$ cat config.mk
export PLATFORM = sky130hd
export DESIGN_NAME = spi_reg_bridge
export DESIGN_NICKNAME = d
export VERILOG_FILES = /design/src/rtl/spi_reg_bridge.sv
export SDC_FILE = /design/constraint.sdc
export NUM_CORES = 1
export LEC_CHECK = 0
export CAP_MARGIN = 5
export CORE_ASPECT_RATIO = 0.75
export CORE_MARGIN = 2
export CORE_UTILIZATION = 49
export CTS_CLUSTER_DIAMETER = 100
export DETAILED_ROUTE_END_ITERATION = 12
export PLACE_DENSITY = 0.8
export SYNTH_ARGS = -nofsm -noshare
export SYNTH_HDL_FRONTEND = slang
export SYNTH_SLANG_ARGS = --single-unit
export TNS_END_PERCENT = 20
$ cat constraint.sdc
create_clock -name clk -period 2.2 [get_ports clk]
set_clock_uncertainty 0.2 [all_clocks]
set_input_delay 0.33 -clock clk [delete_from_list [all_inputs] [get_ports clk]]
set_output_delay 0.33 -clock clk [all_outputs]
set_load 0.01 [all_outputs]
$ cat src/rtl/spi_reg_bridge.sv
// spi_reg_bridge: SPI mode-0 slave that turns host frames into register-table write/read cycles
module spi_reg_bridge #(
  parameter int ADDR_WIDTH  = 7,
  parameter int DATA_WIDTH  = 16,
  parameter int SYNC_STAGES = 2
) (
  input  logic                  clk,
  input  logic                  rst,
  input  logic                  spi_sclk,
  input  logic                  spi_cs_n,
  input  logic                  spi_mosi,
  output logic                  spi_miso,
  output logic [ADDR_WIDTH-1:0] addr,
  output logic                  wr,
  output logic [DATA_WIDTH-1:0] din,
  output logic [ADDR_WIDTH-1:0] addr_r,
  input  logic [DATA_WIDTH-1:0] spi_dout,
  output logic                  xfer_abort
);
  localparam int BW = $clog2(DATA_WIDTH);
  typedef enum logic [2:0] {IDLE, CMD, RD_FETCH, WR_DATA, RD_DATA} state_t;
  state_t state;
  logic [SYNC_STAGES-1:0] sclk_sync, cs_sync, mosi_sync;
  logic [SYNC_STAGES:0] settle;
  logic sclk_prev, cs_prev, sclk_s, cs_s, mosi_s;
  logic rise, fall, cs_fall, cs_rise, last;
  logic [BW-1:0] bit_cnt;
  logic [1:0] fetch_cnt;
  logic [DATA_WIDTH-1:0] rx_sr, tx_sr, rx_next;
  logic [ADDR_WIDTH-1:0] word_addr;
  // edge flags; settle masks the false cs_n fall seen while the synchronizer refills after reset
  always_comb begin
    sclk_s  = sclk_sync[SYNC_STAGES-1];
    cs_s    = cs_sync[SYNC_STAGES-1];
    mosi_s  = mosi_sync[SYNC_STAGES-1];
    rise    = sclk_s & ~sclk_prev & ~cs_prev;
    fall    = ~sclk_s & sclk_prev & ~cs_prev;
    cs_fall = settle[SYNC_STAGES] & cs_prev & ~cs_s;
    cs_rise = cs_s & ~cs_prev;
    rx_next = {rx_sr[DATA_WIDTH-2:0], mosi_s};
    last    = rise && bit_cnt == ((state == CMD) ? BW'(ADDR_WIDTH) : BW'(DATA_WIDTH - 1));
  end
  // input synchronizers plus one-clk history for edge detection
  always_ff @(posedge clk) begin
    if (!rst) begin
      sclk_sync <= '0;
      cs_sync   <= '1;
      mosi_sync <= '0;
      sclk_prev <= 1'b0;
      cs_prev   <= 1'b1;
      settle    <= '0;
    end else begin
      sclk_sync <= {sclk_sync[SYNC_STAGES-2:0], spi_sclk};
      cs_sync   <= {cs_sync[SYNC_STAGES-2:0], spi_cs_n};
      mosi_sync <= {mosi_sync[SYNC_STAGES-2:0], spi_mosi};
      sclk_prev <= sclk_s;
      cs_prev   <= cs_s;
      settle    <= {settle[SYNC_STAGES-1:0], 1'b1};
    end
  end
  // frame FSM; a cs_n rise overrides the state update, but a word completing on that clk still writes
  always_ff @(posedge clk) begin
    if (!rst) begin
      state      <= IDLE;
      bit_cnt    <= '0;
      fetch_cnt  <= '0;
      rx_sr      <= '0;
      tx_sr      <= '0;
      word_addr  <= '0;
      addr       <= '0;
      din        <= '0;
      wr         <= 1'b0;
      addr_r     <= '0;
      spi_miso   <= 1'b0;
      xfer_abort <= 1'b0;
    end else begin
      wr         <= 1'b0;
      xfer_abort <= 1'b0;
      case (state)
        IDLE: begin
          spi_miso <= 1'b0;
          bit_cnt  <= '0;
          if (cs_fall) state <= CMD;
        end
        CMD: if (rise) begin
          rx_sr   <= rx_next;
          bit_cnt <= bit_cnt + 1'b1;
          if (last) begin
            bit_cnt   <= '0;
            word_addr <= rx_next[ADDR_WIDTH-1:0];
            if (rx_next[ADDR_WIDTH]) state <= WR_DATA;
            else begin
              state  <= RD_FETCH;
              addr_r <= rx_next[ADDR_WIDTH-1:0];
            end
          end
        end
        RD_FETCH: begin
          spi_miso  <= 1'b0;
          fetch_cnt <= fetch_cnt + 1'b1;
          if (fetch_cnt == 2'd2) begin
            fetch_cnt <= '0;
            tx_sr     <= spi_dout;
            state     <= RD_DATA;
          end
        end
        RD_DATA: begin
          if (fall) begin
            spi_miso <= tx_sr[DATA_WIDTH-1];
            tx_sr    <= {tx_sr[DATA_WIDTH-2:0], 1'b0};
          end
          if (rise) begin
            bit_cnt <= bit_cnt + 1'b1;
            if (last) begin
              bit_cnt  <= '0;
              addr_r   <= addr_r + 1'b1;
              spi_miso <= 1'b0;
              state    <= RD_FETCH;
            end
          end
        end
        WR_DATA: if (rise) begin
          rx_sr   <= rx_next;
          bit_cnt <= bit_cnt + 1'b1;
          if (last) begin
            bit_cnt   <= '0;
            wr        <= 1'b1;
            addr      <= word_addr;
            din       <= rx_next;
            word_addr <= word_addr + 1'b1;
          end
        end
        default: state <= IDLE;
      endcase
      if (cs_rise && state != IDLE) begin
        state      <= IDLE;
        bit_cnt    <= '0;
        fetch_cnt  <= '0;
        spi_miso   <= 1'b0;
        xfer_abort <= !last && (state == CMD || bit_cnt != '0 || rise);
      end
    end
  end
endmodule

==> results.yml <==
run_status:
  status: "complete, no violations"
clock_tree:
  cts_max_level: 3
  cts_tree: "yes"
  cts_buffer_depth: 2
  cts_hold_buf: 0
  cts_buffers: 9
  cts_root_buf: "clkbuf_8"
  cts.sink_count: 91
  clk_latency_ps: 360
  cts_setup_buffers: 0
  cts.clk_slew.worst_paths_ps: 90
placed_design:
  gp_congestion: 0.9057
  dpl.hpwl_um: 6377
  portBuffers: 53
yosys:
  syn_area_per_cell_um2: 7.847
  syn_area_um2: 3869
  synth_edf_count: 0
  synth-seq-cells: 91
  synth_cell_type_count: 48
  ys.flop_type: "dfxtp_1"
  syn_inst: 493
  syn-num-nets: 518
  async_reset_ff_frac: 0
  ys_seq_area_frac: 0.4709
  yosys_warnings: 0
finish:
  area_delta_synth_final_pct: 26.84
  drive_gt1_frac: 0.1183
  final_util: 0.6310
  fin_nets: 578
  num_antenna_cells: 0
global_routing:
  grt_pass1_wl_um: 14970
  met3_usage: 0.05698
  antenna_found_initial: 0
  grt_overflow: 0
  grt_pass1_vias: 3200
  track_usage: 0.2185
  grt.busiest_layer: "met2"
  grtUsageMet2: 0.3611
  met1_usage: 0.2878
  grt_start_max_net_pins: 50
die:
  die_area_um2: 8629
  ioPinCount: 54
  start_util: 0.4974
  die-width_um: 106.6
  row_count: 28
  coreArea_um2: 7777
  die_h_um: 80.95
timing:
  slew_viol_final: 0
  fin_crit_sh: 0.9699
  setup_tns_ps: 0
  tightest_slew_ps: 441.6
  max_freq_mhz: 468.7
  hold_viol_final: 0
  whs_ps: 243.1
  relSlewSlack: 0.7016
  period_needed_ps: 2134
  setup_viol: 0
min_path:
  hold_class: "flop to flop"
drt:
  viasPerCell: 5.554
  dr.first_iter.drc_count: 259
  vias: 3682
  first_pass_iters: 5
  routed_wl_um: 9193
  drc: 0
  wl_per_cell_um: 13.87
  ant_nets: 0
setup_path:
  path_max_fanout: 4
  cp_slowest_cell: "or4_1"
  crit_family: "simple AND/OR/NAND/NOR gates"
  max_stage_delay_ps: 500
  end_kind: "flop"
  cp.arrival_ps: 2220
  required_ps: 2290
  crit_buf_inv: 0
  critical_path_class: "flop to flop"
  cp_cell_sequence: "or3b_4 > a211o_1 > and2_4 > or4_1 > a31oi_1"
  cp-start-kind: "flop"
pwr:
  pwr_density_cell_nw_per_um2: 618.0
  p_leak_nw: 1.677
  ir_drop_v: 0.0003516
run:
  cap_violations: 0
==> what timing repair did <==
action | 4_1_cts | 5_1_grt
gates cloned | 0 | 1
gates resized for setup | 1 | 12
setup endpoints to repair | 1 | 16
pin swaps | 0 | 3
==> power breakdown <==
part           internal [mW]  leakage (nW)  switching, mW
combinational          0.112         0.839          0.104
clock                  0.535         0.102          0.615
sequential              1.66         0.737        0.00787
==> cell families after synthesis <==
| family | count (synthesis) | share of synthesized area |
|---|---|---|
| xor gates and xnor gates | 2 | 0.004529 |
| adders and majority gates | 4 | 0.01294 |
| buffers and inverters | 39 | 0.03978 |
| DFF | 91 | 0.4709 |
| AOI/OAI and AO/OA | 115 | 0.1805 |
| muxes | 5 | 0.01294 |
| and+or+nand+nor | 237 | 0.2785 |
==> Yosys cell counts (2+ instances only) <==
cell	instances	area (um^2)
a311oi_1	16	140.1
a21boi_0	2	15.01
nor3b_1	5	37.54
dfxtp_1	91	1822
nor2b_1	2	12.51
o31ai_1	3	22.52
a22oi_1	3	22.52
o21ai_0	21	105.1
buf_2	6	30.03
and2_1	8	50.05
a31oi_1	3	18.77
nand3_1	15	75.07
ha_1	4	50.05
mux2i_1	5	50.05
a21oi_1	55	275.3
clkbuf_1	27	101.4
inv_1	5	18.77
nor2_1	37	138.9
nor3_1	3	15.01
o22ai_1	2	12.51
nand2b_1	7	43.79
and3b_1	2	17.52
nand2_1	135	506.7
and3_1	5	31.28
xnor2_1	2	17.52
a211oi_1	2	15.01
or3b_2	2	17.52
nand3b_1	5	37.54
==> per-stage QoR <==
step                      cell area, um^2  cells  total power [mW]  worst slack, ps
after floorplan                      3869    493             1.815            66.47
after global placement               4658    646             1.905            53.71
after detailed placement             4658    646             1.910            35.91
after CTS                            4860    662             3.046            28.42
after global routing                 4907    663             3.146           -21.00
final                                4907    663             3.033            66.22
==> state kept, by name, summed over array words and instances, names as in the netlist, 2 cells and up <==
register	flops
state	3
din	16
rx_sr	15
settle	3
addr	7
fetch_cnt	2
word_addr	7
bit_cnt	4
cs_sync	2
tx_sr	16
mosi_sync	2
sclk_sync	2
addr_r	7
==> worst register-to-register path, delay by kind of cell, from the launching register on <==
family             cells  cell delay (ps)
DFF                    1              360
and+or+nand+nor        3             1080
AOI/OAI and AO/OA      2              420
==> cell type report <==
cell class | instances | area (um^2)
fillers | 681 | 2870
multi-input cells | 363 | 1939
flip-flops and latches | 91 | 1827
repair buffers | 83 | 790.8
well taps | 105 | 131.4
clock buffers | 9 | 123.9
clock inverters | 7 | 76.32
inverters | 5 | 18.77
==> final timing paths <==
check                from          to  slack (ps)  cells past startpoint
max reg2reg  sclk_sync[1]  bit_cnt[3]          70                      5
min            cs_sync[0]  cs_sync[1]         240                      1
min reg2reg    cs_sync[0]  cs_sync[1]         240                      1
max          sclk_sync[1]  bit_cnt[3]          70                      5
==> routing by layer <==
metal  routed length (um)  up-vias
li1                     -     1811
met1                 4260     1721
met2                 4172      139
met3                  656       11
met4                  104        0
met5                    0        -
==> cells in the final DEF, fill, tap and decap left out, drive strengths merged, types with 2 or more instances in the layout <==
master,synthesis,routed
a22oi,3,3
and3,5,5
o21ai,22,22
nand2,135,135
or3b,3,3
a31oi,3,3
a21boi,2,2
dfxtp,91,91
a21oi,55,55
buf,7,30
xnor2,2,2
clkinv,0,3
nand3b,5,5
nor3,3,3
nor2b,2,2
or4b,2,2
clkbuf,27,9
nand2b,7,7
a311oi,16,16
nor2,37,37
clkdlybuf4s50,0,53
a211oi,2,2
and2,9,9
o31ai,3,3
nor3b,5,5
ha,4,4
o22ai,2,2
and3b,2,2
mux2i,5,5
nand3,15,15
inv,5,7
Note: power is estimated with default switching activity, not from simulation.
